==> src/rtl/lanzones_pkg.sv <==
// Shared encodings for the lanzones RV32I core: opcodes, funct3 codes, FSM states,
// ALU operations, immediate formats and the decode helpers built on them.
package lanzones_pkg;

  localparam logic [6:0] OPC_LUI    = 7'b0110111;
  localparam logic [6:0] OPC_AUIPC  = 7'b0010111;
  localparam logic [6:0] OPC_JAL    = 7'b1101111;
  localparam logic [6:0] OPC_JALR   = 7'b1100111;
  localparam logic [6:0] OPC_BRANCH = 7'b1100011;
  localparam logic [6:0] OPC_LOAD   = 7'b0000011;
  localparam logic [6:0] OPC_STORE  = 7'b0100011;
  localparam logic [6:0] OPC_OPIMM  = 7'b0010011;
  localparam logic [6:0] OPC_OP     = 7'b0110011;
  localparam logic [6:0] OPC_SYSTEM = 7'b1110011;

  localparam logic [2:0] F3_BEQ  = 3'd0;
  localparam logic [2:0] F3_BNE  = 3'd1;
  localparam logic [2:0] F3_BLT  = 3'd4;
  localparam logic [2:0] F3_BGE  = 3'd5;
  localparam logic [2:0] F3_BLTU = 3'd6;
  localparam logic [2:0] F3_BGEU = 3'd7;
  localparam logic [2:0] F3_LB   = 3'd0;
  localparam logic [2:0] F3_LH   = 3'd1;
  localparam logic [2:0] F3_LBU  = 3'd4;
  localparam logic [2:0] F3_LHU  = 3'd5;

  typedef enum logic [2:0] {S_IDLE, S_FETCH, S_EXEC, S_MEM_RD, S_MEM_WR, S_HALT} state_e;

  typedef enum logic [3:0] {
    ALU_ADD, ALU_SUB, ALU_SLL, ALU_SLT, ALU_SLTU,
    ALU_XOR, ALU_SRL, ALU_SRA, ALU_OR, ALU_AND
  } alu_op_e;

  typedef enum logic [2:0] {IMM_I, IMM_S, IMM_B, IMM_U, IMM_J} imm_sel_e;

  function automatic logic [31:0] imm_gen(input logic [31:0] ir, input imm_sel_e sel);
    case (sel)
      IMM_S:   imm_gen = {{20{ir[31]}}, ir[31:25], ir[11:7]};
      IMM_B:   imm_gen = {{19{ir[31]}}, ir[31], ir[7], ir[30:25], ir[11:8], 1'b0};
      IMM_U:   imm_gen = {ir[31:12], 12'h000};
      IMM_J:   imm_gen = {{11{ir[31]}}, ir[31], ir[19:12], ir[20], ir[30:21], 1'b0};
      default: imm_gen = {{20{ir[31]}}, ir[31:20]};
    endcase
  endfunction

  // alt selects SUB/SRA; callers only raise it where the encoding allows.
  function automatic alu_op_e alu_op_dec(input logic [2:0] f3, input logic alt);
    case (f3)
      3'd0:    alu_op_dec = alt ? ALU_SUB : ALU_ADD;
      3'd1:    alu_op_dec = ALU_SLL;
      3'd2:    alu_op_dec = ALU_SLT;
      3'd3:    alu_op_dec = ALU_SLTU;
      3'd4:    alu_op_dec = ALU_XOR;
      3'd5:    alu_op_dec = alt ? ALU_SRA : ALU_SRL;
      3'd6:    alu_op_dec = ALU_OR;
      default: alu_op_dec = ALU_AND;
    endcase
  endfunction

endpackage

==> src/rtl/lanzones_alu.sv <==
// Combinational RV32I ALU with branch-compare flags derived from the same operands.
module lanzones_alu
  import lanzones_pkg::*;
(
  input  logic [31:0] a,
  input  logic [31:0] b,
  input  logic [3:0]  op,
  output logic [31:0] result,
  output logic        eq,
  output logic        lt,
  output logic        ltu
);

  always_comb begin
    eq  = (a == b);
    lt  = ($signed(a) < $signed(b));
    ltu = (a < b);
    case (alu_op_e'(op))
      ALU_ADD:  result = a + b;
      ALU_SUB:  result = a - b;
      ALU_SLL:  result = a << b[4:0];
      ALU_SLT:  result = {31'd0, lt};
      ALU_SLTU: result = {31'd0, ltu};
      ALU_XOR:  result = a ^ b;
      ALU_SRL:  result = a >> b[4:0];
      ALU_SRA:  result = $unsigned($signed(a) >>> b[4:0]);
      ALU_OR:   result = a | b;
      default:  result = a & b;
    endcase
  end

endmodule

==> src/rtl/lanzones.sv <==
// Multi-cycle RV32I core sharing one word-addressed memory port for fetch, load and store.
module lanzones
  import lanzones_pkg::*;
#(
  parameter logic [31:0] RESET_PC = 32'h0000_0000
) (
  input  logic        clk,
  input  logic        rstn,
  input  logic        LEn,
  output logic        RRdy,
  output logic [31:0] RAddr,
  input  logic        RVld,
  input  logic [31:0] RData,
  output logic        RWEn,
  output logic [31:0] RWData,
  output logic [3:0]  RWStrobe,
  output logic        Halt
);

  state_e      state_q, state_d;
  logic [31:0] pc_q, pc_d, ir_q, ir_d, raddr_q, raddr_d, rwdata_q, rwdata_d;
  logic [1:0]  ea_lo_q, ea_lo_d;
  logic [3:0]  strb_q, strb_d;
  logic        rrdy_q, rrdy_d, rwen_q, rwen_d, halt_q, halt_d;
  logic [31:0] rf_q [0:31];

  logic        rf_we_s;
  logic [31:0] rf_wdata_s;
  logic [6:0]  opcode_s;
  logic [2:0]  f3_s;
  logic [4:0]  rd_s, rs1_s, rs2_s;
  logic [31:0] rs1_val_s, rs2_val_s, imm_s, alu_a_s, alu_b_s, alu_res_s;
  logic [31:0] pc_plus4_s, br_tgt_s, ld_data_s;
  logic [7:0]  ld_byte_s;
  logic [15:0] ld_half_s;
  logic        eq_s, lt_s, ltu_s, br_take_s, rd_accept_s;
  imm_sel_e    imm_sel_s;
  alu_op_e     alu_op_s;

  assign opcode_s    = ir_q[6:0];
  assign f3_s        = ir_q[14:12];
  assign rd_s        = ir_q[11:7];
  assign rs1_s       = ir_q[19:15];
  assign rs2_s       = ir_q[24:20];
  assign rs1_val_s   = (rs1_s == 5'd0) ? 32'd0 : rf_q[rs1_s];
  assign rs2_val_s   = (rs2_s == 5'd0) ? 32'd0 : rf_q[rs2_s];
  assign imm_s       = imm_gen(ir_q, imm_sel_s);
  assign pc_plus4_s  = pc_q + 32'd4;
  assign br_tgt_s    = pc_q + imm_s;
  // RVld is only meaningful while a request is outstanding.
  assign rd_accept_s = rrdy_q & RVld;

  always_comb begin
    case (opcode_s)
      OPC_LUI, OPC_AUIPC: imm_sel_s = IMM_U;
      OPC_JAL:            imm_sel_s = IMM_J;
      OPC_BRANCH:         imm_sel_s = IMM_B;
      OPC_STORE:          imm_sel_s = IMM_S;
      default:            imm_sel_s = IMM_I;
    endcase
    alu_a_s = ((opcode_s == OPC_AUIPC) || (opcode_s == OPC_JAL)) ? pc_q : rs1_val_s;
    alu_b_s = ((opcode_s == OPC_OP) || (opcode_s == OPC_BRANCH)) ? rs2_val_s : imm_s;
    case (opcode_s)
      OPC_OP:    alu_op_s = alu_op_dec(f3_s, ir_q[30]);
      OPC_OPIMM: alu_op_s = alu_op_dec(f3_s, (f3_s == 3'd5) && ir_q[30]);
      default:   alu_op_s = ALU_ADD;
    endcase
    case (f3_s)
      F3_BEQ:  br_take_s = eq_s;
      F3_BNE:  br_take_s = !eq_s;
      F3_BLT:  br_take_s = lt_s;
      F3_BGE:  br_take_s = !lt_s;
      F3_BLTU: br_take_s = ltu_s;
      F3_BGEU: br_take_s = !ltu_s;
      default: br_take_s = 1'b0;
    endcase
  end

  lanzones_alu u_alu (
    .a      (alu_a_s),
    .b      (alu_b_s),
    .op     (alu_op_s),
    .result (alu_res_s),
    .eq     (eq_s),
    .lt     (lt_s),
    .ltu    (ltu_s)
  );

  always_comb begin
    case (ea_lo_q)
      2'd0:    ld_byte_s = RData[7:0];
      2'd1:    ld_byte_s = RData[15:8];
      2'd2:    ld_byte_s = RData[23:16];
      default: ld_byte_s = RData[31:24];
    endcase
    ld_half_s = ea_lo_q[1] ? RData[31:16] : RData[15:0];
    case (f3_s)
      F3_LB:   ld_data_s = {{24{ld_byte_s[7]}}, ld_byte_s};
      F3_LBU:  ld_data_s = {24'd0, ld_byte_s};
      F3_LH:   ld_data_s = {{16{ld_half_s[15]}}, ld_half_s};
      F3_LHU:  ld_data_s = {16'd0, ld_half_s};
      default: ld_data_s = RData;
    endcase
  end

  always_comb begin
    state_d    = state_q;
    pc_d       = pc_q;
    ir_d       = ir_q;
    ea_lo_d    = ea_lo_q;
    raddr_d    = raddr_q;
    rwdata_d   = rwdata_q;
    strb_d     = strb_q;
    rrdy_d     = rrdy_q;
    rwen_d     = 1'b0;
    halt_d     = halt_q;
    rf_we_s    = 1'b0;
    rf_wdata_s = alu_res_s;
    case (state_q)
      S_IDLE: begin
        if (LEn) begin
          state_d = S_FETCH;
        end else begin
          state_d = S_IDLE;
        end
      end
      S_FETCH: begin
        if (rd_accept_s) begin
          ir_d    = RData;
          rrdy_d  = 1'b0;
          state_d = S_EXEC;
        end else begin
          state_d = S_FETCH;
        end
      end
      S_EXEC: begin
        state_d = S_FETCH;
        pc_d    = pc_plus4_s;
        case (opcode_s)
          OPC_LUI: begin
            rf_we_s    = 1'b1;
            rf_wdata_s = imm_s;
          end
          OPC_AUIPC, OPC_OP, OPC_OPIMM: rf_we_s = 1'b1;
          OPC_JAL, OPC_JALR: begin
            rf_we_s    = 1'b1;
            rf_wdata_s = pc_plus4_s;
            pc_d       = (opcode_s == OPC_JALR) ? {alu_res_s[31:1], 1'b0} : alu_res_s;
          end
          OPC_BRANCH: begin
            if (f3_s[2:1] == 2'b01) begin
              state_d = S_HALT;
            end else if (br_take_s) begin
              pc_d = br_tgt_s;
            end else begin
              pc_d = pc_plus4_s;
            end
          end
          OPC_LOAD: begin
            if (f3_s[1:0] == 2'b11 || (f3_s[2] && f3_s[1])) begin
              state_d = S_HALT;
            end else begin
              state_d = S_MEM_RD;
            end
          end
          OPC_STORE: begin
            if (f3_s[2] || f3_s[1:0] == 2'b11) begin
              state_d = S_HALT;
            end else begin
              state_d = S_MEM_WR;
            end
            rwen_d = !f3_s[2] && (f3_s[1:0] != 2'b11);
            case (f3_s[1:0])
              2'd0: begin
                rwdata_d = {4{rs2_val_s[7:0]}};
                strb_d   = 4'b0001 << alu_res_s[1:0];
              end
              2'd1: begin
                rwdata_d = {2{rs2_val_s[15:0]}};
                strb_d   = alu_res_s[1] ? 4'b1100 : 4'b0011;
              end
              default: begin
                rwdata_d = rs2_val_s;
                strb_d   = 4'b1111;
              end
            endcase
          end
          default: state_d = S_HALT;
        endcase
        if (state_d == S_MEM_RD || state_d == S_MEM_WR) begin
          pc_d    = pc_q;
          ea_lo_d = alu_res_s[1:0];
          raddr_d = {2'b00, alu_res_s[31:2]};
          rrdy_d  = (state_d == S_MEM_RD);
        end else begin
          ea_lo_d = ea_lo_q;
        end
      end
      S_MEM_RD: begin
        if (rd_accept_s) begin
          rf_we_s    = 1'b1;
          rf_wdata_s = ld_data_s;
          pc_d       = pc_plus4_s;
          state_d    = S_FETCH;
        end else begin
          state_d = S_MEM_RD;
        end
      end
      S_MEM_WR: begin
        strb_d  = 4'b0000;
        pc_d    = pc_plus4_s;
        state_d = S_FETCH;
      end
      S_HALT:  state_d = S_HALT;
      default: state_d = S_IDLE;
    endcase
    // Every entry into FETCH (from any state) issues a new request at the updated PC.
    if (state_d == S_FETCH && state_q != S_FETCH) begin
      rrdy_d  = 1'b1;
      raddr_d = {2'b00, pc_d[31:2]};
    end else if (state_d == S_HALT) begin
      pc_d    = pc_q;
      rrdy_d  = 1'b0;
      rwen_d  = 1'b0;
      halt_d  = 1'b1;
    end else begin
      halt_d = halt_q;
    end
  end

  always_ff @(posedge clk) begin
    if (rstn) begin
      state_q  <= S_IDLE;
      pc_q     <= RESET_PC;
      ir_q     <= 32'd0;
      ea_lo_q  <= 2'd0;
      raddr_q  <= 32'd0;
      rwdata_q <= 32'd0;
      strb_q   <= 4'd0;
      rrdy_q   <= 1'b0;
      rwen_q   <= 1'b0;
      halt_q   <= 1'b0;
    end else begin
      state_q  <= state_d;
      pc_q     <= pc_d;
      ir_q     <= ir_d;
      ea_lo_q  <= ea_lo_d;
      raddr_q  <= raddr_d;
      rwdata_q <= rwdata_d;
      strb_q   <= strb_d;
      rrdy_q   <= rrdy_d;
      rwen_q   <= rwen_d;
      halt_q   <= halt_d;
    end
  end

  always_ff @(posedge clk) begin
    if (!rstn && rf_we_s && rd_s != 5'd0) begin
      rf_q[rd_s] <= rf_wdata_s;
    end
  end

  assign RRdy     = rrdy_q;
  assign RAddr    = raddr_q;
  assign RWEn     = rwen_q;
  assign RWData   = rwdata_q;
  assign RWStrobe = strb_q;
  assign Halt     = halt_q;

endmodule

==> config.mk <==
export PLATFORM = sky130hd
export DESIGN_NAME = lanzones
export DESIGN_NICKNAME = d
export VERILOG_FILES = /design/src/rtl/lanzones_pkg.sv /design/src/rtl/lanzones_alu.sv /design/src/rtl/lanzones.sv
export SDC_FILE = /design/constraint.sdc
export NUM_CORES = 2
export LEC_CHECK = 0
export ABC_AREA = 0
export CELL_PAD_IN_SITES_DETAIL_PLACEMENT = 1
export CELL_PAD_IN_SITES_GLOBAL_PLACEMENT = 2
export CORE_ASPECT_RATIO = 0.6
export CORE_UTILIZATION = 25
export CTS_BUF_LIST = sky130_fd_sc_hd__clkbuf_16
export DETAILED_ROUTE_END_ITERATION = 16
export PLACE_DENSITY = 0.6
export SYNTH_ARGS = -nofsm -noshare
export SYNTH_HDL_FRONTEND = slang
export SYNTH_SLANG_ARGS = --single-unit
==> constraint.sdc <==
create_clock -name clk -period 8.45 [get_ports clk]
set_clock_uncertainty 0.05 [all_clocks]
set_input_delay 1.69 -clock clk [delete_from_list [all_inputs] [get_ports clk]]
set_output_delay 1.69 -clock clk [all_outputs]
set_load 0.01 [all_outputs]
======== Yosys cells after proc, flatten, opt, wreduce, memory -nomap -nowiden ========
Memories as Yosys holds them, arrays and structs flattened. A register that Yosys moved wholly into a read port is not among the register bits.
Cells that the tools add are included.
cells by class
  $lt $le $gt $ge ......................... 2
  reduce and logical (&&, ||, !) cells .... 38
  multiplexer cells ....................... 65
  add/sub/neg operators ................... 4
  bitwise gates (word level) .............. 5
  shift-type cells ........................ 4
  equality and inequality tests ........... 49
operators with widths
  cell                                           count
  two-way mux 32 bit                             11
  one-hot mux 32 bit (9 select lines)            1
  one-hot mux 32 bit (2 select lines)            4
  one-hot mux 32 bit (4 select lines)            1
  one-hot mux 31 bit (4 select lines)            1
  one-hot mux 32 bit (3 select lines)            1
  two-way mux 30 bit                             3
  adder 32 bit                                   2
  less-than comparator 32 bit                    2
  one-hot mux 4 bit (7 select lines)             2
  adder 32 x 3 -> 32 bit, second input constant  1
  AND 32 bit                                     1
  == test 32 bit                                 1
  bitwise OR 32 bit                              1
  << shifter 32 x 5 -> 32 bit                    1
  >> shifter 32 x 5 -> 32 bit                    1
  >>> shifter 32 x 5 -> 32 bit                   1
  subtractor 32 bit                              1
  XOR 32 bit                                     1
  == test 3 bit, second input constant           9
  one-hot mux 3 bit (4 select lines)             2
  one-hot mux 4 bit (2 select lines)             3
  one-hot mux 8 bit (3 select lines)             1
  == test 3 x 2 -> 1 bit, second input constant  7
  41 further kinds                               108
word-level totals
  bits of input ports ..................... 36
  memory bits (writable) .................. 1024
  memories ................................ 1
  output and inout port bits .............. 71
  register bits after elaboration ......... 138
  logic and storage cells ................. 178
memory list
  name  words  width  read ports  clocked after Yosys merged registers in  wr ports  line            source
  rf_q  32     32     2           2                                        1         lanzones.sv:25  logic [31:0] rf_q [0:31];

======== Depth between registers and ports, before layout ========
  depth in word-level cells ............... 16
  depth in mapped cells ................... 32
  mapped depth without buffers ............ 22

======== Modules after synthesis ========
From an unflattened synthesis, not the netlist that was laid out.
second synthesis, totals
  cell total of the unflattened synthesis .. 5078
  area, all modules ....................... 67703.7 sq um
modules (own cells, without submodules)
  module        area each (sq um)  times used  cells an instance  seq. area each (sq um)
  lanzones      58825.2            1           3753               33712.3
  lanzones_alu  8878.5             1           1325               0.0

======== Least setup slack after synthesis ========
Ideal clock, no wire load.
  path type ............................... flip-flop to flip-flop
  start point ............................. register (tool-made name)
  end point ............................... memory rf_q[0][31] (data pin)
  setup time .............................. 0.454 ns
  arrival ................................. 7.426 ns
  required time ........................... 7.946 ns
  path slack .............................. 0.520 ns
  stages on the path, launching flop included .. 28
  clock period less this slack ............ 7.930 ns
  buffers on the path ..................... 7
  path through ............................ dfxtp_1 > buf_2 > buf_6 > buf_4 > buf_4 > buf_1 > buf_1 > mux4_2 > mux4_2 > mux2_2 > nand2_1 > nand2_1 > o21a_1 > ha_1 > clkbuf_1 > inv_1 > a21oi_1 > o31ai_1 > o31ai_1 > a211oi_1 > a211o_1 > a211oi_1 > and3_1 > o41ai_1 > o211ai_1 > o21a_1 > a22oi_1 > o21ai_0
RTL lines
  item           line
  end, declared  lanzones.sv:25

==> out/qor.csv <==
metric,value,unit
status,"complete, but fails checks",
violations,DRC,
route.detailed.drc,2,
hp-class,register to register,
clock_path_buffers,3,
crit_path_frequent_cell,a211oi_1,
clk_pin_slew_worst_paths,0.07,ns
power_frac_clock,0.391,
crit_path_top_delay_cell,a211oi_1,
ys_seq_elements,1172,
pwr-share-comb,0.141,
synth_edf_count,1024,
wl_per_cell,39.6,microns
max_freq,120,MHz
core,271000,sq um
yosys_warnings,0,
p_int,9.78,mW
grt_overflow_total,0,
grt_use_total,0.265,
endpoint_kind,register,
die_area,275000,sq um
final_common_cell,edfxtp_1,
worst_ep_required_time,8.92,ns
cts_buffers,112,
gp_congestion,1.03,
most-common-layout-cells,"edfxtp_1, nand2_1, mux4_2, buf_4, nor2_1",
hold_viol,0,
viasPerCell,5.99,
vias,56800,
rsz0062_at_grt,false,
fin_hold_ws,0.420,ns
final_nets,5939,
worst_pin_slew,1.33,ns
postSynthCellCount,5448,
yosys_most_used_dff,edfxtp_1,
die_w,676,microns
critical_path_class,register to register,
ys_seq_area_frac,0.494,
postSynthAreaPerCell,12.5,sq um
seqPwrFrac,0.468,
ant_nets,0,
num_rows,148,
p_switching,3.91,mW
crit_chain,buf_12 -> mux4_2 -> o22ai_1 -> a211oi_1 -> buf_4 -> a31oi_1 -> inv_1 -> ha_1 -> inv_1 -> a21oi_1 -> o31ai_1 -> buf_4 -> o31ai_1 -> a211oi_1 -> a211o_1 -> a211oi_1 -> and3_1 -> o41ai_1 -> o211ai_1 -> o21a_1 -> a22oi_1 -> o21ai_2 -> buf_12,
peakVddDrop,0.000182,V
slew_headroom,0.114,
antenna_found_initial,31,
async_flop_share,0,
dp_hpwl,278000,microns
post_cts_buffers,0,
grt_pass1_vias,53600,
synth_cell_types,95,
insertion_delay,0.82,ns
drv_cap,0,
grt_max_degree,76,
synth_area,68200,sq um
detailedRoute.firstIterationViolations,9529,
cp_data_arrival_time,8.82,ns
drt-pass1-iter-count,14,
syn_to_final_growth,18.4,%
root_buffer,clkbuf_16,
utilization,0.298,
port-buffer-count,104,
finalSetupViolCount,0,
postRouteWirelength,375000,microns
fp.dieH,407,microns
p_leak,26.9,nW
cts_sinks,1172,
critPathMaxStageDelay,0.98,ns
tritoncts,built,
startpoint_type,register,
powerDensity,170,nW/um^2
worstPathMaxFanout,58,
setup_tns,0,ns
grt_pass1_wl,499000,microns
start_util,0.251,
fill_cells,29300,
swShare,0.285,
pin_count,107,
period_share,0.988,
drive_gt1_frac,0.238,
hold_buffers,0,
htreeDepth,3,
slew_viol_final,0,
min_period,8.35,ns
[power by group through the flow]
stage / Combinational, mW / Clock [mW] / Sequential, mW
floorplan: 0.896 / 0 / 6.50
global placement: 1.85 / 0 / 6.53
finish: 1.94 / 5.35 / 6.40
global route: 1.98 / 5.61 / 6.40
CTS: 1.86 / 5.43 / 6.40
detailed placement: 1.85 / 0 / 6.53
[worst max-delay path, delay by kind of cell (launching register included)]
| kind | cells | cell delay (ns) |
|---|---|---|
| DFF | 1 | 0.92 |
| muxes | 1 | 0.57 |
| AOI/OAI and AO/OA | 14 | 4.19 |
| buffers and inverters | 6 | 1.43 |
| and+or+nand+nor | 1 | 0.19 |
| adders and majority gates | 1 | 0.50 |
[sequential cells by signal (all words and copies together), names as in the netlist, named ones only]
| name | cells |
|---|---|
| state_q | 3 |
| ea_lo_q | 2 |
| RAddr | 30 |
| RWData | 32 |
| RWEn | 1 |
| pc_q | 32 |
| Halt | 1 |
| RRdy | 1 |
| rf_q | 1024 |
| RWStrobe | 4 |
| ir_q | 32 |
[layer usage]
layer | share of wire | vias to the layer above | global-route usage
met4 | 0.022 | 26 | 0.0521
met2 | 0.37 | 3846 | 0.338
met5 | 0.00047 | - | 0
met1 | 0.47 | 30300 | 0.412
met3 | 0.14 | 437 | 0.103
li1 | - | 22200 | -
[stage by stage]
stage | total power [mW] | setup WS [ns] | instance area (sq um) | std cells
2_1_floorplan | 7.40 | 0.520 | 68300 | 5481
3_3_place_gp | 8.37 | 0.0849 | 76900 | 9254
5_1_grt | 14.0 | 0.0369 | 80700 | 9468
4_1_cts | 13.7 | 0.440 | 80700 | 9467
3_5_place_dp | 8.37 | 0.471 | 77000 | 9256
6_report | 13.7 | 0.0978 | 80700 | 9478
[final timing paths]
| path | start | endpoint | slack [ns] | depth (start not counted) |
|---|---|---|---|---|
| setup / recovery | register | rf_q[8][31] | 0.1 | 23 |
| hold / removal | RWData[6] | RWData[6] | 0.42 | 2 |
| setup reg to reg | register | rf_q[8][31] | 0.1 | 23 |
| hold reg to reg | RWData[6] | RWData[6] | 0.42 | 2 |
[cell usage after synthesis, types with 42 or more instances]
master / number / area, sq um
xnor2_1: 57 / 499
nor2_1: 410 / 1540
nor3_1: 92 / 460
ha_1: 129 / 1610
a211oi_1: 81 / 608
nand2_1: 524 / 1970
a31oi_1: 58 / 363
edfxtp_1: 1024 / 30700
mux2i_1: 294 / 2940
a21o_1: 42 / 315
a22oi_1: 73 / 548
o21ai_0: 237 / 1190
buf_1: 60 / 225
mux2_2: 80 / 901
inv_1: 121 / 454
clkbuf_1: 262 / 983
mux4_2: 511 / 11500
dfxtp_1: 148 / 2960
nand3_1: 105 / 526
a21oi_1: 330 / 1650
o22ai_1: 50 / 313
buf_2: 59 / 295
[what timing repair did]
item	4_1_cts	5_1_grt
gates resized for setup	0	1
hold endpoints to repair	0	0
endpoints found under the setup margin	0	16
[kinds of logic (layout without fill, tap and decap cells)]
family,count (synthesis),count (layout),synth area share
AOI/OAI and AO/OA,1272,1272,0.124
xor gates and xnor gates,83,83,0.0107
adders and majority gates,132,132,0.0245
buffers and inverters,543,930,0.0334
DFF,1172,1172,0.494
muxes,886,886,0.225
other,1,44,0.0000550
and+or+nand+nor,1359,1359,0.0883
[final cells by class]
type	count	area [sq um]	area share
antenna	10	25.0	0.000310
tap	3600	4500	0.0558
sequential	1172	33700	0.418
timing repair buffer	592	5390	0.0667
clock inverter	98	911	0.0113
inverter	127	477	0.00590
multi-input combinational	3766	32900	0.407
clock buffer	113	2830	0.0350
Note: power is estimated with default switching activity, not from simulation.
